<file path="src/rtl/cursor_pkg.sv">
// Shared definitions for the cursor stepper: FSM encoding, step-size decode
// and default screen geometry.
package cursor_pkg;

    typedef enum logic [1:0] {
        StIdle   = 2'd0,
        StDelay  = 2'd1,
        StRepeat = 2'd2
    } state_e;

    localparam logic [1:0] StepSel1 = 2'd0;
    localparam logic [1:0] StepSel2 = 2'd1;
    localparam logic [1:0] StepSel4 = 2'd2;
    localparam logic [1:0] StepSel8 = 2'd3;

    localparam int unsigned ScreenW = 96;
    localparam int unsigned ScreenH = 64;

    function automatic logic [3:0] step_size(input logic [1:0] sel);
        logic [3:0] s;
        s = 4'd1;
        unique case (sel)
            StepSel1: s = 4'd1;
            StepSel2: s = 4'd2;
            StepSel4: s = 4'd4;
            StepSel8: s = 4'd8;
            default:  s = 4'd1;
        endcase
        return s;
    endfunction

endpackage

</file>
<file path="src/rtl/cursor_stepper_if.sv">
// Control/status bundle between the drawing layer and the cursor stepper.
interface cursor_stepper_if #(
    parameter int unsigned COORD_W = 8
);
    logic               btnL;
    logic               btnR;
    logic               btnU;
    logic               btnD;
    logic               lock;
    logic               wrap;
    logic [1:0]         step_sel;
    logic               load_en;
    logic [COORD_W-1:0] load_x;
    logic [COORD_W-1:0] load_y;
    logic [COORD_W-1:0] pos_x;
    logic [COORD_W-1:0] pos_y;
    logic               moved;
    logic               edge_hit;

    modport master (
        output btnL, btnR, btnU, btnD, lock, wrap, step_sel, load_en, load_x, load_y,
        input  pos_x, pos_y, moved, edge_hit
    );

    modport slave (
        input  btnL, btnR, btnU, btnD, lock, wrap, step_sel, load_en, load_x, load_y,
        output pos_x, pos_y, moved, edge_hit
    );
endinterface

</file>
<file path="src/rtl/axis_step.sv">
// Combinational single-axis step: applies +/-s to v with clamp or modulo-n wrap.
module axis_step #(
    parameter int unsigned COORD_W = 8
) (
    input  logic [COORD_W-1:0] v_i,
    input  logic signed [1:0]  dir_i,
    input  logic [3:0]         s_i,
    input  logic               wrap_i,
    input  logic [COORD_W:0]   n_i,
    output logic [COORD_W-1:0] nxt_o,
    output logic               clamped_o
);
    logic [COORD_W:0] v_ext;
    logic [COORD_W:0] s_ext;
    logic [COORD_W:0] sum;
    logic [COORD_W:0] max_v;
    logic [COORD_W:0] res;

    assign v_ext = {1'b0, v_i};
    assign s_ext = (COORD_W+1)'(s_i);
    assign sum   = v_ext + s_ext;
    assign max_v = n_i - 1'b1;

    always_comb begin
        res       = v_ext;
        clamped_o = 1'b0;
        if (dir_i == 2'sb01) begin
            if (wrap_i) begin
                res = (sum >= n_i) ? (sum - n_i) : sum;
            end else if (sum > max_v) begin
                res       = max_v;
                clamped_o = 1'b1;
            end else begin
                res = sum;
            end
        end else if (dir_i == 2'sb11) begin
            if (v_ext >= s_ext) begin
                res = v_ext - s_ext;
            end else if (wrap_i) begin
                res = v_ext + n_i - s_ext;
            end else begin
                res       = '0;
                clamped_o = 1'b1;
            end
        end
    end

    assign nxt_o = res[COORD_W-1:0];
endmodule

</file>
<file path="src/rtl/sync_2ff.sv">
// Two-flop synchroniser cell for asynchronous single-bit inputs (vectorised).
module sync_2ff #(
    parameter int unsigned Width = 1
) (
    input  logic             clk_i,
    input  logic             rst_ni,
    input  logic [Width-1:0] d_i,
    output logic [Width-1:0] q_o
);
    logic [Width-1:0] meta_q;
    logic [Width-1:0] sync_q;

    always_ff @(posedge clk_i or negedge rst_ni) begin
        if (!rst_ni) begin
            meta_q <= '0;
            sync_q <= '0;
        end else begin
            meta_q <= d_i;
            sync_q <= meta_q;
        end
    end

    assign q_o = sync_q;
endmodule

</file>
<file path="src/rtl/cursor_stepper.sv">
// Cursor position engine: synchronised buttons drive an IDLE/DELAY/REPEAT
// stepper with single-shot, hold delay and auto-repeat; load port overrides.
module cursor_stepper
    import cursor_pkg::*;
#(
    parameter int unsigned W             = ScreenW,
    parameter int unsigned H             = ScreenH,
    parameter int unsigned COORD_W       = 8,
    parameter int unsigned X_INIT        = 48,
    parameter int unsigned Y_INIT        = 32,
    parameter int unsigned HOLD_CYCLES   = 10000000,
    parameter int unsigned REPEAT_CYCLES = 2500000,
    parameter int unsigned CNT_W         = 32
) (
    input logic             CLOCK,
    input logic             RESETN,
    cursor_stepper_if.slave bus
);
    localparam logic [COORD_W-1:0] MaxX     = COORD_W'(W - 1);
    localparam logic [COORD_W-1:0] MaxY     = COORD_W'(H - 1);
    localparam logic [COORD_W:0]   LimX     = (COORD_W+1)'(W);
    localparam logic [COORD_W:0]   LimY     = (COORD_W+1)'(H);
    localparam logic [CNT_W-1:0]   HoldLast = CNT_W'(HOLD_CYCLES - 1);
    localparam logic [CNT_W-1:0]   RepLast  = CNT_W'(REPEAT_CYCLES - 1);

    logic [4:0] sync_q;
    logic       s_l, s_r, s_u, s_d, s_lock;

    sync_2ff #(
        .Width (5)
    ) u_sync (
        .clk_i  (CLOCK),
        .rst_ni (RESETN),
        .d_i    ({bus.lock, bus.btnD, bus.btnU, bus.btnR, bus.btnL}),
        .q_o    (sync_q)
    );

    assign {s_lock, s_d, s_u, s_r, s_l} = sync_q;

    logic signed [1:0] dx, dy;
    logic              active;

    // Opposing buttons cancel rather than favouring one direction.
    always_comb begin
        dx = 2'sb00;
        dy = 2'sb00;
        if (s_r && !s_l) dx = 2'sb01;
        if (s_l && !s_r) dx = 2'sb11;
        if (s_d && !s_u) dy = 2'sb01;
        if (s_u && !s_d) dy = 2'sb11;
    end

    assign active = !s_lock && ((dx != 2'sb00) || (dy != 2'sb00));

    state_e             state_q, state_d;
    logic [CNT_W-1:0]   cnt_q, cnt_d;
    logic [COORD_W-1:0] pos_x_q, pos_x_d;
    logic [COORD_W-1:0] pos_y_q, pos_y_d;
    logic               moved_q, moved_d;
    logic               edge_hit_q, edge_hit_d;
    logic               do_step;

    logic [3:0]         step_s;
    logic [COORD_W-1:0] nxt_x, nxt_y;
    logic               clamp_x, clamp_y;

    assign step_s = step_size(bus.step_sel);

    axis_step #(
        .COORD_W (COORD_W)
    ) u_axis_x (
        .v_i       (pos_x_q),
        .dir_i     (dx),
        .s_i       (step_s),
        .wrap_i    (bus.wrap),
        .n_i       (LimX),
        .nxt_o     (nxt_x),
        .clamped_o (clamp_x)
    );

    axis_step #(
        .COORD_W (COORD_W)
    ) u_axis_y (
        .v_i       (pos_y_q),
        .dir_i     (dy),
        .s_i       (step_s),
        .wrap_i    (bus.wrap),
        .n_i       (LimY),
        .nxt_o     (nxt_y),
        .clamped_o (clamp_y)
    );

    always_comb begin
        state_d    = state_q;
        cnt_d      = cnt_q;
        pos_x_d    = pos_x_q;
        pos_y_d    = pos_y_q;
        moved_d    = 1'b0;
        edge_hit_d = 1'b0;
        do_step    = 1'b0;

        if (bus.load_en) begin
            pos_x_d = (bus.load_x > MaxX) ? MaxX : bus.load_x;
            pos_y_d = (bus.load_y > MaxY) ? MaxY : bus.load_y;
            state_d = StIdle;
            cnt_d   = '0;
        end else begin
            unique case (state_q)
                StIdle: begin
                    if (active) begin
                        do_step = 1'b1;
                        state_d = StDelay;
                        cnt_d   = '0;
                    end
                end
                StDelay: begin
                    if (!active) begin
                        state_d = StIdle;
                        cnt_d   = '0;
                    end else if (cnt_q == HoldLast) begin
                        do_step = 1'b1;
                        state_d = StRepeat;
                        cnt_d   = '0;
                    end else begin
                        cnt_d = cnt_q + 1'b1;
                    end
                end
                StRepeat: begin
                    if (!active) begin
                        state_d = StIdle;
                        cnt_d   = '0;
                    end else if (cnt_q == RepLast) begin
                        do_step = 1'b1;
                        cnt_d   = '0;
                    end else begin
                        cnt_d = cnt_q + 1'b1;
                    end
                end
                default: begin
                    state_d = StIdle;
                    cnt_d   = '0;
                end
            endcase

            if (do_step) begin
                pos_x_d    = nxt_x;
                pos_y_d    = nxt_y;
                moved_d    = (nxt_x != pos_x_q) || (nxt_y != pos_y_q);
                edge_hit_d = clamp_x || clamp_y;
            end
        end
    end

    always_ff @(posedge CLOCK or negedge RESETN) begin
        if (!RESETN) begin
            state_q    <= StIdle;
            cnt_q      <= '0;
            pos_x_q    <= COORD_W'(X_INIT);
            pos_y_q    <= COORD_W'(Y_INIT);
            moved_q    <= 1'b0;
            edge_hit_q <= 1'b0;
        end else begin
            state_q    <= state_d;
            cnt_q      <= cnt_d;
            pos_x_q    <= pos_x_d;
            pos_y_q    <= pos_y_d;
            moved_q    <= moved_d;
            edge_hit_q <= edge_hit_d;
        end
    end

    assign bus.pos_x    = pos_x_q;
    assign bus.pos_y    = pos_y_q;
    assign bus.moved    = moved_q;
    assign bus.edge_hit = edge_hit_q;
endmodule
</file>
<file path="src/flat_wrapper.sv">
// flat-port wrapper written by rule: the top's interface ports become plain ports
module cursor_stepper_flat import cursor_pkg::*;
#(
    parameter int unsigned W             = ScreenW,
    parameter int unsigned H             = ScreenH,
    parameter int unsigned COORD_W       = 8,
    parameter int unsigned X_INIT        = 48,
    parameter int unsigned Y_INIT        = 32,
    parameter int unsigned HOLD_CYCLES   = 10000000,
    parameter int unsigned REPEAT_CYCLES = 2500000,
    parameter int unsigned CNT_W         = 32
)
  (CLOCK, RESETN, bus_btnL, bus_btnR, bus_btnU, bus_btnD, bus_lock, bus_wrap, bus_step_sel, bus_load_en, bus_load_x, bus_load_y, bus_pos_x, bus_pos_y, bus_moved, bus_edge_hit);
  cursor_stepper_if #(.COORD_W(COORD_W)) bus_i ();
  input logic CLOCK;
  input logic RESETN;
  input wire logic [$bits(bus_i.btnL)-1:0] bus_btnL;
  input wire logic [$bits(bus_i.btnR)-1:0] bus_btnR;
  input wire logic [$bits(bus_i.btnU)-1:0] bus_btnU;
  input wire logic [$bits(bus_i.btnD)-1:0] bus_btnD;
  input wire logic [$bits(bus_i.lock)-1:0] bus_lock;
  input wire logic [$bits(bus_i.wrap)-1:0] bus_wrap;
  input wire logic [$bits(bus_i.step_sel)-1:0] bus_step_sel;
  input wire logic [$bits(bus_i.load_en)-1:0] bus_load_en;
  input wire logic [$bits(bus_i.load_x)-1:0] bus_load_x;
  input wire logic [$bits(bus_i.load_y)-1:0] bus_load_y;
  output wire logic [$bits(bus_i.pos_x)-1:0] bus_pos_x;
  output wire logic [$bits(bus_i.pos_y)-1:0] bus_pos_y;
  output wire logic [$bits(bus_i.moved)-1:0] bus_moved;
  output wire logic [$bits(bus_i.edge_hit)-1:0] bus_edge_hit;
  assign bus_i.btnL = bus_btnL;
  assign bus_i.btnR = bus_btnR;
  assign bus_i.btnU = bus_btnU;
  assign bus_i.btnD = bus_btnD;
  assign bus_i.lock = bus_lock;
  assign bus_i.wrap = bus_wrap;
  assign bus_i.step_sel = bus_step_sel;
  assign bus_i.load_en = bus_load_en;
  assign bus_i.load_x = bus_load_x;
  assign bus_i.load_y = bus_load_y;
  assign bus_pos_x = bus_i.pos_x;
  assign bus_pos_y = bus_i.pos_y;
  assign bus_moved = bus_i.moved;
  assign bus_edge_hit = bus_i.edge_hit;
  cursor_stepper #(.W(W), .H(H), .COORD_W(COORD_W), .X_INIT(X_INIT), .Y_INIT(Y_INIT), .HOLD_CYCLES(HOLD_CYCLES), .REPEAT_CYCLES(REPEAT_CYCLES), .CNT_W(CNT_W)) u_core (.CLOCK(CLOCK), .RESETN(RESETN), .bus(bus_i));
endmodule
</file>
<file path="config.mk">
export PLATFORM = sky130hd
export DESIGN_NAME = cursor_stepper_flat
export DESIGN_NICKNAME = d
export VERILOG_FILES = /design/src/rtl/cursor_pkg.sv /design/src/rtl/cursor_stepper_if.sv /design/src/rtl/axis_step.sv /design/src/rtl/sync_2ff.sv /design/src/rtl/cursor_stepper.sv /design/src/flat_wrapper.sv
export SDC_FILE = /design/constraint.sdc
export NUM_CORES = 1
export LEC_CHECK = 0
export ABC_AREA = 1
export CAP_MARGIN = 20
export CELL_PAD_IN_SITES_DETAIL_PLACEMENT = 0
export CELL_PAD_IN_SITES_GLOBAL_PLACEMENT = 1
export CORE_ASPECT_RATIO = 0.7
export CORE_MARGIN = 2
export CORE_UTILIZATION = 30
export DETAILED_ROUTE_END_ITERATION = 16
export GPL_ROUTABILITY_DRIVEN = 0
export PLACE_DENSITY = 0.69
export REMOVE_ABC_BUFFERS = 1
export SLEW_MARGIN = 20
export SYNTH_ARGS = -nofsm -noshare
export SYNTH_HDL_FRONTEND = slang
export SYNTH_SLANG_ARGS = --single-unit
</file>
<file path="constraint.sdc">
create_clock -name CLOCK -period 3.2 [get_ports CLOCK]
set_input_delay 0.96 -clock CLOCK [delete_from_list [all_inputs] [get_ports CLOCK]]
set_output_delay 0.96 -clock CLOCK [all_outputs]
set_load 0.05 [all_outputs]
</file>
### Word level (Yosys, flattened, before mapping)

Index checks and enable logic that the tools add are counted.

| word-level totals | value |
|---|---|
| output and inout port bits | 18 |
| word-level logic and storage cells | 122 |
| bits of input ports | 27 |
| bits in registers | 62 |

| cells by class | value |
|---|---|
| reduce and logical (&&, ||, !) cells | 19 |
| order comparisons | 8 |
| equality and inequality tests | 16 |
| muxes and demuxes | 60 |
| add/subtract/negate cells | 11 |

Operator list:

| operator | number |
|---|---|
| two-way mux 32 bit | 6 |
| two-way mux 8 bit | 20 |
| one-hot mux 32 bit (3 select lines) | 1 |
| adder 32 x 1 -> 32 bit (second input constant) | 1 |
| == test 32 x 22 -> 1 bit (second input constant) | 1 |
| == test 32 x 24 -> 1 bit (second input constant) | 1 |
| subtractor 8 x 4 -> 8 bit | 4 |
| two-way mux 1 bit | 23 |
| adder 8 x 4 -> 9 bit | 2 |
| >= comparator 9 x 7 -> 1 bit (second input constant) | 2 |
| adder 8 x 7 -> 8 bit (second input constant) | 2 |
| >= comparator 8 x 4 -> 1 bit | 2 |
| != test 8 bit | 2 |
| one-hot mux 4 bit (4 select lines) | 1 |
| subtractor 8 x 7 -> 8 bit (second input constant) | 2 |
| two-way mux 2 bit | 7 |
| == test 2 bit (second input constant) | 5 |
| greater-than comparator 9 x 6 -> 1 bit (second input constant) | 1 |
| greater-than comparator 9 x 7 -> 1 bit (second input constant) | 1 |
| == test 2 x 1 -> 1 bit (second input constant) | 4 |
| greater-than comparator 8 x 6 -> 1 bit (second input constant) | 1 |
| greater-than comparator 8 x 7 -> 1 bit (second input constant) | 1 |
| one-hot mux 2 bit (3 select lines) | 1 |
| nonzero test 2 bit | 3 |
| 9 further kinds | 20 |

### Logic depth before layout (Yosys ltp)

| depth | value |
|---|---|
| word-level depth | 12 |
| gate-level depth with buffers | 30 |
| depth with buffers taken out | 29 |

### Modules after synthesis

From an unflattened synthesis, not the netlist that was laid out.

| unflattened totals | value |
|---|---|
| cell total of the unflattened synthesis | 1387 |
| area total of the unflattened synthesis | 8729.6 µm² |

Modules (own cells, without submodules):

| module | cells an instance | times used | seq. area each (µm²) | area an instance (µm²) |
|---|---|---|---|---|
| cursor_stepper | 495 | 1 | 1305.0 | 3529.6 |
| axis_step (u_core.u_axis_x) | 440 | 1 | 0.0 | 2478.6 |
| axis_step (u_core.u_axis_y) | 442 | 1 | 0.0 | 2471.1 |
| sync_2ff | 10 | 1 | 250.2 | 250.2 |

### Worst setup path after synthesis

Ideal clock, no wire load.

| path | value |
|---|---|
| kind | input to register |
| start point | in bus_step_sel[1] |
| end point | reg u_core.moved_q, in the netlist u_core.bus.moved |
| path buffers | 1 |
| setup slack | -487 ps |
| required time | 3079 ps |
| setup time | 121 ps |
| stages | 28 |
| arrival time | 3566 ps |
| cell sequence | inv_1 -> nor2_1 -> inv_1 -> ha_1 -> buf_6 -> nor2_2 -> nand2_1 -> nand2_2 -> nand2_2 -> nand2_1 -> nand2_1 -> nand2_1 -> ha_1 -> nand2_1 -> nor2_1 -> nand3_1 -> nor2_1 -> nand2_1 -> nand2_1 -> nand2_1 -> o21bai_2 -> nand3_1 -> nand2_1 -> nand2_1 -> nor2_1 -> nand3_1 -> nor2_1 -> nor2_1 |

| between the ends | value |
|---|---|
| cells in the longest elaborated chain, start to end | 11 |
| elaborated cells on any way between the ends | 38 |
| classes of those cells | 8 x add/sub; 6 x order compare; 5 x eq/ne; 17 x mux; 2 x reduce/logical |

RTL lines:

| item | RTL line | source |
|---|---|---|
| from (decl) | flat_wrapper.sv:23 | `input wire logic [$bits(bus_i.step_sel)-1:0] bus_step_sel;` |
| == test 2 bit, or another cell as far along | cursor_pkg.sv:22 | `unique case (sel)` |
| one-hot mux 4 bit (4 select lines) (*) | cursor_pkg.sv:22 |  |
| adder 8 x 4 -> 9 bit or subtractor 8 x 4 -> 8 bit (tied branches) | axis_step.sv:21, axis_step.sv:40 |  |
| subtractor 8 x 7 -> 8 bit, or another cell as far along | axis_step.sv:29 | `res = (sum >= n_i) ? (sum - n_i) : sum;` |
| two-way mux 8 bit, on equally long branches | axis_step.sv:29, axis_step.sv:37, axis_step.sv:30 |  |
| two-way mux 8 bit, on equally long branches | axis_step.sv:28, axis_step.sv:36 |  |
| two-way mux 8 bit | axis_step.sv:27 | `if (dir_i == 2'sb01) begin` |
| != test 8 bit | cursor_stepper.sv:148 | `moved_d = (nxt_x != pos_x_q) \|\| (nxt_y != pos_y_q);` |
| logical OR 1 bit (*) | cursor_stepper.sv:148 |  |
| two-way mux 1 bit (*) | cursor_stepper.sv:145 | `if (do_step) begin` |
| two-way mux 1 bit (*) | cursor_stepper.sv:102 | `if (bus.load_en) begin` |
| named net u_core.moved_d | cursor_stepper.sv:59 | `logic moved_q, moved_d;` |
| to (signal assigned) | cursor_stepper.sv:167 | `moved_q <= moved_d;` |
| to (decl) | cursor_stepper.sv:59 |  |

Mark *: on every way through the listed nets, which the timed path passes. The rest lies on a longest branch.
A chain may end at the register's enable or synchronous reset.

### Final worst setup path

Ends and elaborated chain as after synthesis.

==> flow_summary.json <==
{
  "grt_pass1_wl_um": 33400,
  "worstPathRequired_ns": 3.40,
  "synth_area_um2": 6260,
  "hold_viol": 0,
  "cp-start-kind": "primary input",
  "firstDrtPassIters": 7,
  "p_int_uw": 2440,
  "max-slew-margin-rel_pct": 61.7,
  "track_usage_pct": 19.2,
  "yosysUniqueCellTypes": 50,
  "outcome": "complete, but fails checks",
  "synth.area.top_cells": "dfrtp_1, nand2_1, ha_1",
  "cts-root-buf": "clkbuf_16",
  "power.density_nw_per_um2": 478,
  "antenna_left": 0,
  "die_h_um": 125,
  "finalSetupTns_ns": -0.305,
  "layout.nets": 1157,
  "drv_cap": 0,
  "hold-worst-slack_ns": 0.346,
  "rsz0062_at_grt": "true",
  "coreArea_um2": 20600,
  "area_delta_synth_final_pct": 40.0,
  "cts_buffers": 9,
  "totalPowerFinal_uw": 4190,
  "design_area_um2": 8760,
  "wl_per_cell_um": 15.4,
  "final_util_pct": 42.6,
  "hpwlAfterDp_um": 16400,
  "ys_warn_count": 0,
  "p_seq_share_pct": 22.9,
  "clock-sinks": 62,
  "crit_top_cell": "nand2_2",
  "vias": 6642,
  "path_delay_family": "simple AND/OR/NAND/NOR gates",
  "port_buffers": 44,
  "synth_top_area_share_pct": 23.6,
  "synth_edf_count": 0,
  "cts_tree": "yes",
  "async_flop_share_pct": 100,
  "p_clk_share_pct": 22.7,
  "finalWorstSetupSlack_ns": -0.194,
  "swShare_pct": 41.6,
  "crit_chain": "buf_12 > inv_6 > nand2_4 > buf_6 > buf_6 > ha_4 > ha_4 > fa_2 > nand2_4 > nand2_2 > nand2_2 > nand2_2 > nand2_2 > nand3_2 > a21oi_2 > o21ai_1 > nand3_1 > nand2_1 > nand2_1 > nand2_1 > nor2_1 > nand3_1 > nor2_1 > nor2_1",
  "met2_length_um": 8200,
  "finalSetupViolations": 2,
  "ys.flop_type": "dfrtp_1",
  "end_kind": "register",
  "post_synth_inst_count": 892,
  "drc": 0,
  "grt_pass1_vias": 6120,
  "wl_met1_um": 11000,
  "clock_latency_ns": 0.33,
  "antenna_found_initial": 0,
  "slew_viol_final": 0,
  "die_x_um": 177,
  "synth_commonest_cells": "nand2_1, inv_1, nand3_1, dfrtp_1, nor2_1",
  "via_per_inst": 4.92,
  "avgSynthCellArea_um2": 7.01,
  "seq_area_frac_synth_pct": 24.9,
  "wirelength_um": 20800,
  "crit_buf_inv": 4,
  "slowest_stage": "fa_2",
  "die_area_um2": 22000,
  "cts_buffer_depth": 2,
  "route.met3.wl_um": 1380,
  "synth-seq-cells": 62,
  "violations": "negative setup slack",
  "min_path_type": "register to register",
  "critical_path_class": "primary input to register",
  "grt_max_degree": 43,
  "power.switching_uw": 1740,
  "cts_max_level": 3,
  "finClkSkew_ns": 0.00718,
  "fmax_ghz": 0.295,
  "diodes": 0,
  "cts_hold_buf": 0,
  "ios": 45,
  "postPlaceCellArea_um2": 7920,
  "p_comb_share_pct": 54.4,
  "grt_remaining_overflow": 0,
  "synth.most_common_cell": "nand2_1",
  "slowest_delay_ns": 0.41,
  "nFillCells": 2115,
  "clk_pin_slew_ns": 0.05,
  "top_layer": "met4",
  "drt-initial-drc-count": 501,
  "initial_core_util_pct": 30.4,
  "drive_gt1_share_pct": 28.1,
  "worstPathMaxFanout": 3,
  "rows": 44,
  "cp.arrival_ns": 3.59,
  "worst_pin_slew_ns": 0.574,
  "yosys.area.top_type": "dfrtp_1",
  "peakVddDrop_mv": 0.245,
  "finalCriticalPeriod_ns": 3.39,
  "min_period_over_period_pct": 106,
  "p_leak_uw": 0.00399
}
-- metal layers --
layer  vias to the layer above  GRT usage, %
li1                       3344             -
met1                      3093          31.3
met2                       195          25.7
met3                        10          3.08
met4                         0          3.69
met5                         -             0
-- placed cells by master (no fill, tap or decap), drive strengths merged, types with 2 or more instances in the layout --
cell type,synthesis,final
o31ai,4,4
xnor2,3,3
nor2,63,63
clkdlybuf4s50,0,41
o22ai,28,28
inv,125,125
a21oi,34,34
dfrtp,59,59
or2,2,2
nand2,223,223
o21ai,40,40
nor4,6,6
clkbuf,9,11
ha,50,50
nor3,19,19
o32ai,3,3
clkinv,1,3
nand3,112,112
nand4,21,21
nand3b,2,2
o21bai,6,6
o221ai,10,10
fa,10,10
dfstp,3,3
o211ai,12,12
xor2,28,28
buf,13,148
-- metrics by stage --
stage | worst slack (ns) | std cells
2_1_floorplan | -0.541 | 870
3_3_place_gp | -1.18 | 1322
3_5_place_dp | -1.16 | 1322
4_1_cts | -0.203 | 1347
5_1_grt | -0.412 | 1350
6_report | -0.194 | 1350
-- state kept, by name, indices dropped and copies added (netlist names) --
signal and count:
u_core.bus.moved 1, u_core.cnt_q 32, u_core.state_q 2, u_core.bus.edge_hit 1, u_core.u_sync.meta_q 5, u_core.bus.pos_y 8, u_core.u_sync.q_o 5, u_core.bus.pos_x 8
-- repair_timing --
item / 4_1_cts / 5_1_grt
gates resized for setup: 53 / 77
pin swaps: 23 / 50
endpoints found under the hold margin: 0 / 0
setup buffers: 10 / 3
gates cloned: 0 / 0
setup endpoints to repair: 18 / 17
-- power by group through the flow --
stage	clock, uW	combinational (uW)	sequential [uW]
detailed placement	0	2010	964
finish	949	2280	959
floorplan	0	1010	1060
global route	1020	2510	968
global placement	0	2030	964
CTS	974	2120	954
-- kinds of logic after synthesis --
group	Yosys count	share of synthesized area, %
AND/OR/NAND/NOR	450	33.9
flip-flops	62	24.9
AO/OA/AOI/OAI	141	14.1
adder cells (fa/ha/maj)	60	13.2
XOR/XNOR	31	4.34
buffers and inverters	148	9.60
-- final timing paths --
check                                                       start                              end  slack [ns]  cells past startpoint
worst max-delay path                              bus_step_sel[1]       u_core.bus.moved$_DFF_PN0_       -0.19                     24
worst min-delay path            u_core.u_sync.meta_q[3]$_DFF_PN0_   u_core.u_sync.q_o[3]$_DFF_PN0_        0.35                      0
worst max register to register    u_core.bus.pos_y[0]$_DFFE_PN0P_       u_core.bus.moved$_DFF_PN0_        0.17                     20
worst min register to register  u_core.u_sync.meta_q[3]$_DFF_PN0_   u_core.u_sync.q_o[3]$_DFF_PN0_        0.35                      0
max in group asynchronous                                  RESETN      u_core.cnt_q[8]$_DFFE_PN0P_        1.94                      2
min in group asynchronous                                  RESETN  u_core.bus.pos_x[7]$_DFFE_PN0P_        0.62                      1
-- layout make-up --
class / instances / area (um2) / share of cell area [%]
Clock inverter: 4 / 47.5 / 0.543
Clock buffer: 11 / 243 / 2.77
Timing Repair Buffer: 189 / 1570 / 18.0
Sequential cell: 62 / 1560 / 17.7
Tap cell: 276 / 345 / 3.94
Multi-Input combinational cell: 682 / 4510 / 51.4
Inverter: 126 / 490 / 5.60
Note: power is estimated with default switching activity, not from simulation.
==> variant (same flow settings) <==
`CNT_W` is set to 32 in 2 places; all go to 40.
--- a/src/rtl/cursor_stepper.sv
+++ b/src/rtl/cursor_stepper.sv
@@ -12,3 +12,3 @@
     parameter int unsigned REPEAT_CYCLES = 2500000,
-    parameter int unsigned CNT_W         = 32
+    parameter int unsigned CNT_W         = 40
 ) (
--- a/src/flat_wrapper.sv
+++ b/src/flat_wrapper.sv
@@ -10,3 +10,3 @@
     parameter int unsigned REPEAT_CYCLES = 2500000,
-    parameter int unsigned CNT_W         = 32
+    parameter int unsigned CNT_W         = 40
 )
Function: same outputs for any inputs over 10 cycles, from zero or initial values and one cycle with RESETN low; that may be too few to reach the edited logic, so the function may still have changed.
==> variant against the unedited design <==
  * The flow still finishes with violations (negative setup slack)
  * Routed wire length rose by 3.4%
  * Synthesized area rose by 5.2%
  * Critical path depth fell by 1
  * Setup slack improved by 2.3 ps
  * Via count rose by 4.0%
  * Total power rose by 17%
  * Final area rose by 2.7%
  * Sequential cell count rose by 8
  * Sequential power rose by 12%
  * Count of clock-buffer cells in the layout rose by 1
  * Global-route usage fell by 0.16 points
  * Largest cell class unchanged
  * Largest power group unchanged
==> variant: results <==
synth:
  synth-compound-area-share: 0.139
  synthDistinctLibCells: 48
  synth_area_per_cell_sq_um: 6.84
  synth-seq-area-share: 0.267
  synth-xor-area-share: 0.0344
  synth_common_cells: "nand2_1 (241), inv_1 (131), nand3_1 (102)"
  synth_adder_area_share: 0.125
  netlist_top_cells_area: "dfrtp_1 (25%), nand2_1 (14%), ha_1 (9.5%), nand3_1 (7.8%), inv_1 (7.5%)"
timing:
  setup_slack_ps: -192
  finClkSkew_ps: 9.98
  setup_violations: 5
  fin_setup_tns_ps: -349
  max-slew-margin-rel: 0.361
grt:
  grt_start_max_net_pins: 71
  use_met2: 0.260
  met1_usage: 0.302
  met3_usage: 0.0324
  grt_pass1_wl_microns: 34700
  grtUsageTotal: 0.190
  grt_pass1_vias: 6439
place:
  place_area_sq_um: 8160
  hpwl_microns: 16800
detailed_routing:
  wl_met2_microns: 8420
  drt-met1-wl_microns: 11800
  first_iter_violations: 446
  firstDrtPassIters: 5
  wl_met3_microns: 1080
  route.vias.total: 6907
  detail_route.wirelength_microns: 21500
status:
  violations: "negative setup slack"
  status: "finished with violations"
critical_path:
  cp_data_arrival_time_ps: 3620
  critPathTopFamily: "simple AND/OR/NAND/NOR gates"
  crit_slowest_cell: "fa_2"
  worst_path_largest_cell_delay_ps: 550
power_and_ir_drop:
  vdd.ir_drop.worst_v: 0.000279
  swShare: 0.429
layout:
  nNetsFinal: 1209
  fin_cells: 1409
  drive_gt1_frac: 0.248
  final_util: 0.416
  nFillCells: 2239
## variant: changes by cell type in the layout (fill, tap and decap cells not counted), moves of 5 or more
cell / delta
nor2_1: +6
a21oi_1: +11
o21ai_0: +11
nand2_1: +33
nand3_2: -5
nor2_2: +9
dfrtp_1: +8
o211ai_1: -6
buf_4: -21
inv_2: +6
nor3_1: +6
inv_1: +15
## variant: worst paths after layout
| kind | cells past startpoint | to | start | slack (ps) |
|---|---|---|---|---|
| hold reg to reg | 0 | u_core.u_sync.q_o[4] | u_core.u_sync.meta_q[4] | 350 |
| max in group asynchronous | 1 | u_core.bus.edge_hit | RESETN | 1810 |
| hold / removal | 0 | u_core.u_sync.q_o[4] | u_core.u_sync.meta_q[4] | 350 |
| setup / recovery | 23 | u_core.bus.moved | bus_step_sel[0] | -190 |
| min in group asynchronous | 1 | u_core.cnt_q[24] | RESETN | 760 |
| setup reg to reg | 20 | u_core.bus.moved | u_core.bus.pos_y[0] | 230 |
## variant: power by group through the flow
stage	logic, uW	registers, uW	clock network [uW]
final	2740	1070	1100
after global routing	3010	1080	1160
after CTS	2590	1070	1130
after detailed placement	2470	1080	0
after global placement	2480	1080	0
after floorplan	1260	1230	0
## variant: layout make-up
| cell class | count | area (sq um) | area share |
|---|---|---|---|
| Clock buffer | 12 | 246 | 0.0274 |
| Clock inverter | 4 | 70.1 | 0.00779 |
| Inverter | 145 | 569 | 0.0633 |
| Multi-Input combinational cell | 729 | 4570 | 0.508 |
| Sequential cell | 70 | 1760 | 0.195 |
| Tap cell | 282 | 353 | 0.0392 |
| Timing Repair Buffer | 167 | 1430 | 0.159 |
## variant: what timing repair did
item,4_1_cts,5_1_grt
gates resized for setup,74,66
setup buffers,6,6
endpoints found under the setup margin,18,18
pin swaps,31,47
